<file path="src/rtl/io_periph_unit.sv">
// Memory-mapped I/O peripheral for the 16-bit RISC CPU: LED, GPIO, cycle timer
// with sticky compare flag, and a small scratch RAM behind a combinational read port.
module io_periph_unit #(
  parameter int unsigned SCRATCH_DEPTH = 16,
  parameter logic [15:0] SCRATCH_BASE  = 16'h0010
) (
  input  logic        clk,
  input  logic        sync_rst,
  input  logic [15:0] addr,
  input  logic [15:0] data,
  input  logic        write,
  output logic [15:0] data_out,
  output logic [7:0]  led,
  output logic [15:0] gpio_out,
  input  logic [15:0] gpio_in,
  output logic        match_flag
);

  localparam int unsigned AW = (SCRATCH_DEPTH > 1) ? $clog2(SCRATCH_DEPTH) : 1;

  localparam logic [15:0] A_LED      = 16'h0000;
  localparam logic [15:0] A_GPIO_OUT = 16'h0001;
  localparam logic [15:0] A_GPIO_IN  = 16'h0002;
  localparam logic [15:0] A_CYCLE    = 16'h0003;
  localparam logic [15:0] A_CMP      = 16'h0004;
  localparam logic [15:0] A_STATUS   = 16'h0005;

  logic [15:0] gpio_s1;
  logic [15:0] gpio_s2;
  logic [15:0] cycle;
  logic [15:0] cmp;
  logic [15:0] scratch [SCRATCH_DEPTH];

  logic          in_scratch;
  logic [AW-1:0] scr_idx;
  logic          wr_led;
  logic          wr_gpio;
  logic          wr_cmp;
  logic          wr_clr;

  // Scratch window is aligned, so the upper bits select it and the lower bits index it.
  assign in_scratch = (addr[15:AW] == SCRATCH_BASE[15:AW]);
  assign scr_idx    = addr[AW-1:0];

  assign wr_led  = write && (addr == A_LED);
  assign wr_gpio = write && (addr == A_GPIO_OUT);
  assign wr_cmp  = write && (addr == A_CMP);
  assign wr_clr  = write && (addr == A_STATUS) && data[0];

  // Control/status registers, synchronizer and timer.
  always_ff @(posedge clk) begin
    if (sync_rst) begin
      led        <= 8'h00;
      gpio_out   <= 16'h0000;
      gpio_s1    <= 16'h0000;
      gpio_s2    <= 16'h0000;
      cycle      <= 16'h0000;
      cmp        <= 16'h0000;
      match_flag <= 1'b0;
    end else begin
      gpio_s1 <= gpio_in;
      gpio_s2 <= gpio_s1;
      cycle   <= cycle + 16'd1;
      if (wr_led)  led      <= data[7:0];
      if (wr_gpio) gpio_out <= data;
      if (wr_cmp)  cmp      <= data;
      // A match on the same edge as a clear keeps the flag set.
      if (cycle == cmp)  match_flag <= 1'b1;
      else if (wr_clr)   match_flag <= 1'b0;
    end
  end

  // Scratch RAM holds no reset value; a write during reset is dropped.
  always_ff @(posedge clk) begin
    if (!sync_rst && write && in_scratch) begin
      scratch[scr_idx] <= data;
    end
  end

  // Read decode over the full 16-bit address; unmapped locations read zero.
  always_comb begin
    data_out = 16'h0000;
    if (in_scratch) begin
      data_out = scratch[scr_idx];
    end else begin
      case (addr)
        A_LED:      data_out = {8'h00, led};
        A_GPIO_OUT: data_out = gpio_out;
        A_GPIO_IN:  data_out = gpio_s2;
        A_CYCLE:    data_out = cycle;
        A_CMP:      data_out = cmp;
        A_STATUS:   data_out = {15'h0000, match_flag};
        default:    data_out = 16'h0000;
      endcase
    end
  end

endmodule

</file>
<file path="config.mk">
export PLATFORM = sky130hd
export DESIGN_NAME = io_periph_unit
export DESIGN_NICKNAME = d
export VERILOG_FILES = /design/src/rtl/io_periph_unit.sv
export SDC_FILE = /design/constraint.sdc
export NUM_CORES = 1
export LEC_CHECK = 0
export ABC_CLOCK_PERIOD_IN_PS = 3300
export CORE_AREA = 10 10 192 194
export DETAILED_ROUTE_END_ITERATION = 8
export DIE_AREA = 0 0 202 204
export PLACE_DENSITY_LB_ADDON = 0.25
export RECOVER_POWER = 100
export SYNTH_ARGS = -nofsm -noshare
export SYNTH_HDL_FRONTEND = slang
export SYNTH_SLANG_ARGS = --single-unit
</file>
<file path="constraint.sdc">
create_clock -name clk -period 3.3 [get_ports clk]
set_input_delay 0.495 -clock clk [delete_from_list [all_inputs] [get_ports clk]]
set_output_delay 0.495 -clock clk [all_outputs]
set_load 0.01 [all_outputs]
</file>
==> flow_metrics.env, run 1 <==
export IMPL_post_synth_inst_count=869
export IMPL_yosysSeqAreaShare_pct=67.4
export IMPL_highest_achievable_clock_rate_mhz=306
export IMPL_grt_ovfl_total=0
export IMPL_most_common_cell_in_the_netlist="sky130_fd_sc_hd__edfxtp_1"
export IMPL_timing_critical_path_to_type="output port"
export IMPL_grt_start_max_net_pins=58
export IMPL_port_buffers=91
export IMPL_synthToLayoutAreaGrowth_pct=23.6
export IMPL_report_power_total_mw=9.05
export IMPL_critical_path_startpoint="addr[10]"
export IMPL_worst_slew_pin_tran_ns=2.10
export IMPL_placement_rows=67
export IMPL_yosys_register_bits=345
export IMPL_synth_edf_count=256
export IMPL_finalCriticalPeriod_ns=3.27
export IMPL_status="complete, but fails checks"
export IMPL_finalHoldViolations=0
export IMPL_worstReg2RegStart="cycle[3]"
export IMPL_vdd_drop_max_v=0.000462
export IMPL_grt_antenna_before_repair=1
export IMPL_layout_drive_gt1_share_pct=26.2
export IMPL_synth_area_mux_share_pct=16.3
export IMPL_fillers=2717
export IMPL_cts_inserted_buffers=36
export IMPL_dr_total_vias=8316
export IMPL_critPathLaunchType="input pin"
export IMPL_dp_slack_ns=-0.277
export IMPL_maxCapViolations=1
export IMPL_vias_per_cell=5.47
export IMPL_yosys_area_share_xor_xnor_pct=1.68
export IMPL_synth_nets=921
export IMPL_critPathKind="input pin to output port"
export IMPL_synth_adder_area_share_pct=0.0891
export IMPL_cts_hold_repair_buffers=0
export IMPL_path_max_fanout=7
export IMPL_hold_path_class="flop to flop"
export IMPL_final_net_count=1102
export IMPL_share_of_flip_flops_with_an_asynchronous_set_or_reset_after_synthesis_pct=0
export IMPL_synth_simple_gate_area_share_pct=8.75
export IMPL_fin_skew_ns=0.0136
export IMPL_yosysTopAreaCellShare_pct=54.7
export IMPL_cts_max_level=2
export IMPL_yosysTopAreaCell="sky130_fd_sc_hd__edfxtp_1"
export IMPL_insertion_delay_ns=0.52
export IMPL_synth_ff_type="sky130_fd_sc_hd__edfxtp_1"
export IMPL_hold_start="gpio_s1[2]"
export IMPL_largest_family_of_logic_cells_by_synthesized_area="multiplexers"
export IMPL_globalRouteTotalUtil_pct=17.5
export IMPL_setup_tns_ns=0
export IMPL_maxSlewViolCount=58
export IMPL_clk_pin_slew_ns=0.06
export IMPL_avgRoutedWirePerCell_um=23.9
export IMPL_yosys_top_cells_area="sky130_fd_sc_hd__edfxtp_1 (55%), sky130_fd_sc_hd__dfxtp_1 (13%), sky130_fd_sc_hd__mux4_2 (11%)"
export IMPL_synth_compound_area_share_pct=3.77
export IMPL_dp_final_hpwl_mm=25.0
export IMPL_slew_limit_headroom_pct=-39.7
export IMPL_drt_iter0_markers=811
export IMPL_cp_arrival_ns=2.77
export IMPL_post_detailed_route_count_of_antenna_violating_nets=0
export IMPL_power_density_nw_per_um2=522
export IMPL_drt_total_wl_mm=36.3
export IMPL_crit_required_ns=2.80
export IMPL_chipHeight_um=204
export IMPL_synthesis_yosys_warnings=0
export IMPL_coreArea_um2=33100
export IMPL_floorplan_initialDensity_pct=42.4
export IMPL_num_antenna_cells=0
export IMPL_drt_pre_antenna_iters=5
export IMPL_synth_cell_type_count=48
export IMPL_tritoncts="done"
export IMPL_synth_avg_cell_area_um2=16.2
export IMPL_leakagePower_nw=6.05
export IMPL_dieWidth_um=202
export IMPL_total_setup_violations_reported_at_the_end_of_the_flow=0
export IMPL_drc=0
export IMPL_first_pass_grt_wire_length_mm=54.8
export IMPL_post_synth_instance_area_um2=14000
export IMPL_clk_root_buffer_cell="sky130_fd_sc_hd__clkbuf_16"
export IMPL_die_area_um2=41200
export IMPL_cts_sink_count=345
export IMPL_floorplan_io_pins=92
export IMPL_netlist_top_cells_count="sky130_fd_sc_hd__edfxtp_1 (256), sky130_fd_sc_hd__dfxtp_1 (89), sky130_fd_sc_hd__mux4_2 (69), sky130_fd_sc_hd__nand2b_1 (44), sky130_fd_sc_hd__mux2_2 (41)"
export IMPL_violated_checks="capacitance limit, slew limit"
export IMPL_gpl_final_weighted_congestion=0.911
export IMPL_timing_final_crit_share_pct=98.9
export IMPL_final_critical_path_setup_slack_ns=0.0348
export IMPL_grt_pass1_vias=8522
export IMPL_clk_path_buf_depth=3
[layer usage]
layer,global-route usage (%),part of all wire [%]
met4,4.54,2.0
met1,24.5,43
met3,3.66,8.0
met2,27.4,47
met5,0,0
[metrics by stage]
stage / util (%) / hold WS (ns) / cell area [µm²] / cells
2_1_floorplan: - / 0.414 / 14000 / 869
3_5_place_dp: 48.9 / 0.422 / 16200 / 1453
5_1_grt: 52.4 / 0.450 / 17400 / 1521
3_3_place_gp: 48.9 / 0.418 / 16200 / 1453
6_report: 52.4 / 0.434 / 17400 / 1521
4_1_cts: 52.5 / 0.436 / 17400 / 1519
[flip-flops by register name (all words and copies together) (netlist names)]
signal and cells:
led 8, scratch 256, cmp 16, gpio_s2 16, gpio_s1 16, cycle 16, match_flag 1, gpio_out 16
[area by class of cell]
cell class	count	area, µm²	area share (%)
tap	448	561	3.23
inverter	6	22.5	0.130
sequential	345	9470	54.5
timing repair buffer	201	1840	10.6
clock inverter	11	106	0.613
clock buffer	50	1010	5.85
multi-input combinational	460	4340	25.0
[repair_timing]
item,CTS,global route
gates resized for setup,35,12
buffers inserted,3,2
pin swaps,2,2
endpoints found under the setup margin,16,10
gates cloned,2,0
[final timing paths]
kind / cells after the start / slack [ns] / endpoint
worst max-delay path: 9 / 0.03 / data_out[13]
worst min-delay path: 1 / 0.43 / gpio_s2[2]
worst max register to register: 4 / 1.11 / cycle[13]
worst min register to register: 1 / 0.43 / gpio_s2[2]
[cell usage in the layout, fill, tap and decap left out, types with 5 or more instances in the layout]
master                            count
sky130_fd_sc_hd__a21oi_1             18
sky130_fd_sc_hd__clkinv_1             5
sky130_fd_sc_hd__nor3_1               6
sky130_fd_sc_hd__nand2b_1            44
sky130_fd_sc_hd__buf_6                5
sky130_fd_sc_hd__dlygate4sd2_1        9
sky130_fd_sc_hd__o21ai_0              7
sky130_fd_sc_hd__buf_4               85
sky130_fd_sc_hd__buf_12              13
sky130_fd_sc_hd__nand3_1             20
sky130_fd_sc_hd__xor2_1              19
sky130_fd_sc_hd__clkbuf_2             6
sky130_fd_sc_hd__a32o_1               7
sky130_fd_sc_hd__clkdlybuf4s50_1     29
sky130_fd_sc_hd__nor2b_1             39
sky130_fd_sc_hd__nand2_1             28
sky130_fd_sc_hd__a22oi_1              7
sky130_fd_sc_hd__dfxtp_1             89
sky130_fd_sc_hd__inv_1                5
sky130_fd_sc_hd__mux4_2              69
sky130_fd_sc_hd__edfxtp_1           256
sky130_fd_sc_hd__mux2_2              41
sky130_fd_sc_hd__xnor2_1              8
sky130_fd_sc_hd__clkbuf_16           37
sky130_fd_sc_hd__o2111ai_1            6
sky130_fd_sc_hd__nor2_1              33
sky130_fd_sc_hd__nand4_1             19
sky130_fd_sc_hd__a221o_1              7
sky130_fd_sc_hd__mux2i_1             27
sky130_fd_sc_hd__dlygate4sd3_1       41
sky130_fd_sc_hd__clkbuf_1            16
sky130_fd_sc_hd__nor4_1              10
sky130_fd_sc_hd__o21ai_1             10
[power by group]
group          total [mW]  switching (mW)  internal (mW)  leakage (nW)
clock network        3.88            1.58           2.30         0.546
logic               0.485           0.252          0.233          2.48
registers            4.69          0.0145           4.67          3.02
total                9.05            1.85           7.20          6.05
[kinds of logic (layout without fill, tap and decap cells)]
logic type | Yosys count | in the layout
buffers and inverters | 64 | 268
DFF | 345 | 345
xor gates and xnor gates | 27 | 27
adders and majority gates | 1 | 1
and+or+nand+nor | 220 | 220
AOI/OAI and AO/OA | 75 | 75
muxes | 137 | 137
[critical path, cell delays in order]
cell	delay (ns)
sky130_fd_sc_hd__clkdlybuf4s50_1	0.42
sky130_fd_sc_hd__or4_1	0.52
sky130_fd_sc_hd__buf_4	0.20
sky130_fd_sc_hd__nor4_4	0.31
sky130_fd_sc_hd__buf_4	0.17
sky130_fd_sc_hd__buf_6	0.15
sky130_fd_sc_hd__nand2_1	0.09
sky130_fd_sc_hd__o2111ai_2	0.12
sky130_fd_sc_hd__clkdlybuf4s15_1	0.29
(Power assumes the default switching activity.)
==> run 2: changes to the inputs <==
--- a/config.mk
+++ b/config.mk
@@ -5,7 +5,7 @@
 export SDC_FILE = /design/constraint.sdc
 export NUM_CORES = 1
 export LEC_CHECK = 0
-export ABC_CLOCK_PERIOD_IN_PS = 3300
+export ABC_CLOCK_PERIOD_IN_PS = 4000
 export CORE_AREA = 10 10 192 194
 export DETAILED_ROUTE_END_ITERATION = 8
 export DIE_AREA = 0 0 202 204
==> constraint.sdc (replaced) <==
create_clock -name clk -period 4 [get_ports clk]
set_input_delay 0.6 -clock clk [delete_from_list [all_inputs] [get_ports clk]]
set_output_delay 0.6 -clock clk [all_outputs]
set_load 0.01 [all_outputs]
==> flow_metrics.env, run 2 (synthesis results as in run 1) <==
export IMPL_critPathCapture="data_out[5]"
export IMPL_fin_skew_ns=0.00513
export IMPL_ff2ff_setup_slack_ns=1.84
export IMPL_vias_per_cell=5.57
export IMPL_tritoncts="done"
export IMPL_share_of_total_power_in_the_clock_network_pct=44.5
export IMPL_dieWidth_um=202
export IMPL_most_common_layout_cells="sky130_fd_sc_hd__edfxtp_1 (256), sky130_fd_sc_hd__dfxtp_1 (89), sky130_fd_sc_hd__mux4_2 (69), sky130_fd_sc_hd__dlygate4sd3_1 (51), sky130_fd_sc_hd__nand2b_1 (44)"
export IMPL_total_switching_power_mw=1.55
export IMPL_final_net_count=1058
export IMPL_grt_ovfl_total=0
export IMPL_total_setup_violations_reported_at_the_end_of_the_flow=0
export IMPL_leakagePower_nw=5.67
export IMPL_maxCapViolations=1
export IMPL_floorplan_initialDensity_pct=42.4
export IMPL_port_buffers=91
export IMPL_status="complete, but fails checks"
export IMPL_insertion_delay_ns=0.51
export IMPL_clk_root_buffer_cell="sky130_fd_sc_hd__clkbuf_16"
export IMPL_final_area_um2=16900
export IMPL_drc=0
export IMPL_sequentialPowerShare_pct=50.7
export IMPL_regToRegEndpoint="cycle[13]"
export IMPL_hold_path_class="flop to flop"
export IMPL_finalCriticalPeriod_ns=3.89
export IMPL_drt_total_wl_mm=36.4
export IMPL_layout_drive_gt1_share_pct=20.7
export IMPL_coreArea_um2=33100
export IMPL_clk_path_buf_depth=3
export IMPL_layout_cells_most_common="sky130_fd_sc_hd__edfxtp_1"
export IMPL_highest_achievable_clock_rate_mhz=257
export IMPL_path_max_fanout=9
export IMPL_final_cells=1480
export IMPL_largest_register="scratch"
export IMPL_hold_ws_ns=0.434
export IMPL_drt_iter0_markers=883
export IMPL_timing_critical_path_to_type="output port"
export IMPL_largest_register_ff_count=256
export IMPL_worst_slew_pin_tran_ns=1.76
export IMPL_dp_final_hpwl_mm=24.5
export IMPL_globalRouteTotalUtil_pct=17.2
export IMPL_grt_pass1_vias=8121
export IMPL_maxSlewViolCount=50
export IMPL_gpl_final_weighted_congestion=0.900
export IMPL_cp_arrival_ns=3.29
export IMPL_power_density_nw_per_um2=451
export IMPL_rsz0062_at_grt="no"
export IMPL_cellInternalPower_mw=6.08
export IMPL_clk_pin_slew_ns=0.06
export IMPL_chipHeight_um=204
export IMPL_timing_final_crit_share_pct=97.3
export IMPL_first_pass_grt_wire_length_mm=53.4
export IMPL_cts_inserted_buffers=36
export IMPL_grt_start_max_net_pins=62
export IMPL_cts_max_level=2
export IMPL_critPathLaunchType="input pin"
export IMPL_critPathKind="input pin to output port"
export IMPL_grt_antenna_before_repair=0
export IMPL_place_area_um2=15800
export IMPL_crit_required_ns=3.40
export IMPL_switching_share_of_power_pct=20.3
export IMPL_drt_pre_antenna_iters=5
export IMPL_vdd_drop_max_v=0.000291
export IMPL_dr_total_vias=8245
export IMPL_worstReg2RegStart="cycle[2]"
export IMPL_slew_limit_headroom_pct=-17.1
export IMPL_critical_path_startpoint="addr[13]"
export IMPL_post_detailed_route_count_of_antenna_violating_nets=0
export IMPL_timing_reg2reg_worst_path_depth=4
export IMPL_num_antenna_cells=0
export IMPL_setup_tns_ns=0
export IMPL_placed_cells=1416
export IMPL_finalHoldViolations=0
export IMPL_die_area_um2=41200
export IMPL_placement_rows=67
export IMPL_avgRoutedWirePerCell_um=24.6
export IMPL_floorplan_io_pins=92
export IMPL_cts_sink_count=345
export IMPL_synthToLayoutAreaGrowth_pct=20.3
export IMPL_pwr_share_comb_pct=4.9
export IMPL_violated_checks="capacitance limit, slew limit"
[run 2: changes by cell type in the layout (fill, tap and decap cells not counted), sizes merged]
cell | before | now
buf | 105 | 37
clkbuf | 63 | 79
dlygate4sd3 | 41 | 51
dlygate4sd2 | 9 | 0
clkdlybuf4s50 | 29 | 36
clkinv | 9 | 14
bufinv | 2 | 5
clkdlybuf4s15 | 3 | 0
clkinvlp | 1 | 0
dlymetal6s2s | 1 | 0
[run 2: metal layers]
layer / GRT usage, % / vias to the layer above / part of all wire, %
met5: 0 / - / 0
li1: - / 3661 / -
met1: 23.5 / 4180 / 43
met3: 4.15 / 46 / 8.1
met2: 27.2 / 358 / 47
met4: 4.19 / 0 / 1.6
[run 2: power groups by stage]
stage | logic, mW | registers, mW | clock network (mW)
floorplan | 0.199 | 3.94 | 0
global placement | 0.377 | 3.95 | 0
detailed placement | 0.378 | 3.95 | 0
CTS | 0.380 | 3.87 | 3.45
global route | 0.398 | 3.87 | 3.59
finish | 0.371 | 3.87 | 3.39
[run 2: layout make-up]
cell class,count,area (µm²)
flip-flops and latches,345,9470
multi-input cells,460,4300
fillers,2779,16200
clock buffers,46,980
inverters,6,22.5
repair buffers,157,1360
well taps,448,561
clock inverters,18,214
[run 2: worst min-delay path by stage]
stage / startpoint / depth (start not counted) / to
after floorplan: gpio_s1[0] / 1 / gpio_s2[0]
after global placement: gpio_s1[2] / 1 / gpio_s2[2]
after detailed placement: gpio_s1[0] / 1 / gpio_s2[0]
after CTS: gpio_s1[3] / 1 / gpio_s2[3]
after global routing: gpio_s1[9] / 1 / gpio_s2[9]
final: gpio_s1[3] / 1 / gpio_s2[3]
[run 2: through the flow]
step / utilization (%) / power (mW) / worst slack [ns]
3_3_place_gp: 47.9 / 4.32 / 0.117
4_1_cts: 51.5 / 7.70 / 0.0602
5_1_grt: 51.1 / 7.86 / 0.0295
2_1_floorplan: - / 4.14 / 1.00
6_report: 51.1 / 7.63 / 0.109
3_5_place_dp: 47.9 / 4.32 / 0.0815
[run 2: worst max-delay path, cell delays in order]
cell and delay (ns):
sky130_fd_sc_hd__clkdlybuf4s50_1 0.40, sky130_fd_sc_hd__or4_1 0.76, sky130_fd_sc_hd__nor4_2 0.42, sky130_fd_sc_hd__buf_4 0.21
sky130_fd_sc_hd__a32o_1 0.15, sky130_fd_sc_hd__a221o_1 0.12, sky130_fd_sc_hd__dlygate4sd3_1 0.62
[run 2: timing repair]
action	4_1_cts	5_1_grt
setup endpoints to repair	0	7
buffers inserted	0	0
gates resized for setup	0	1
hold buffers	0	0
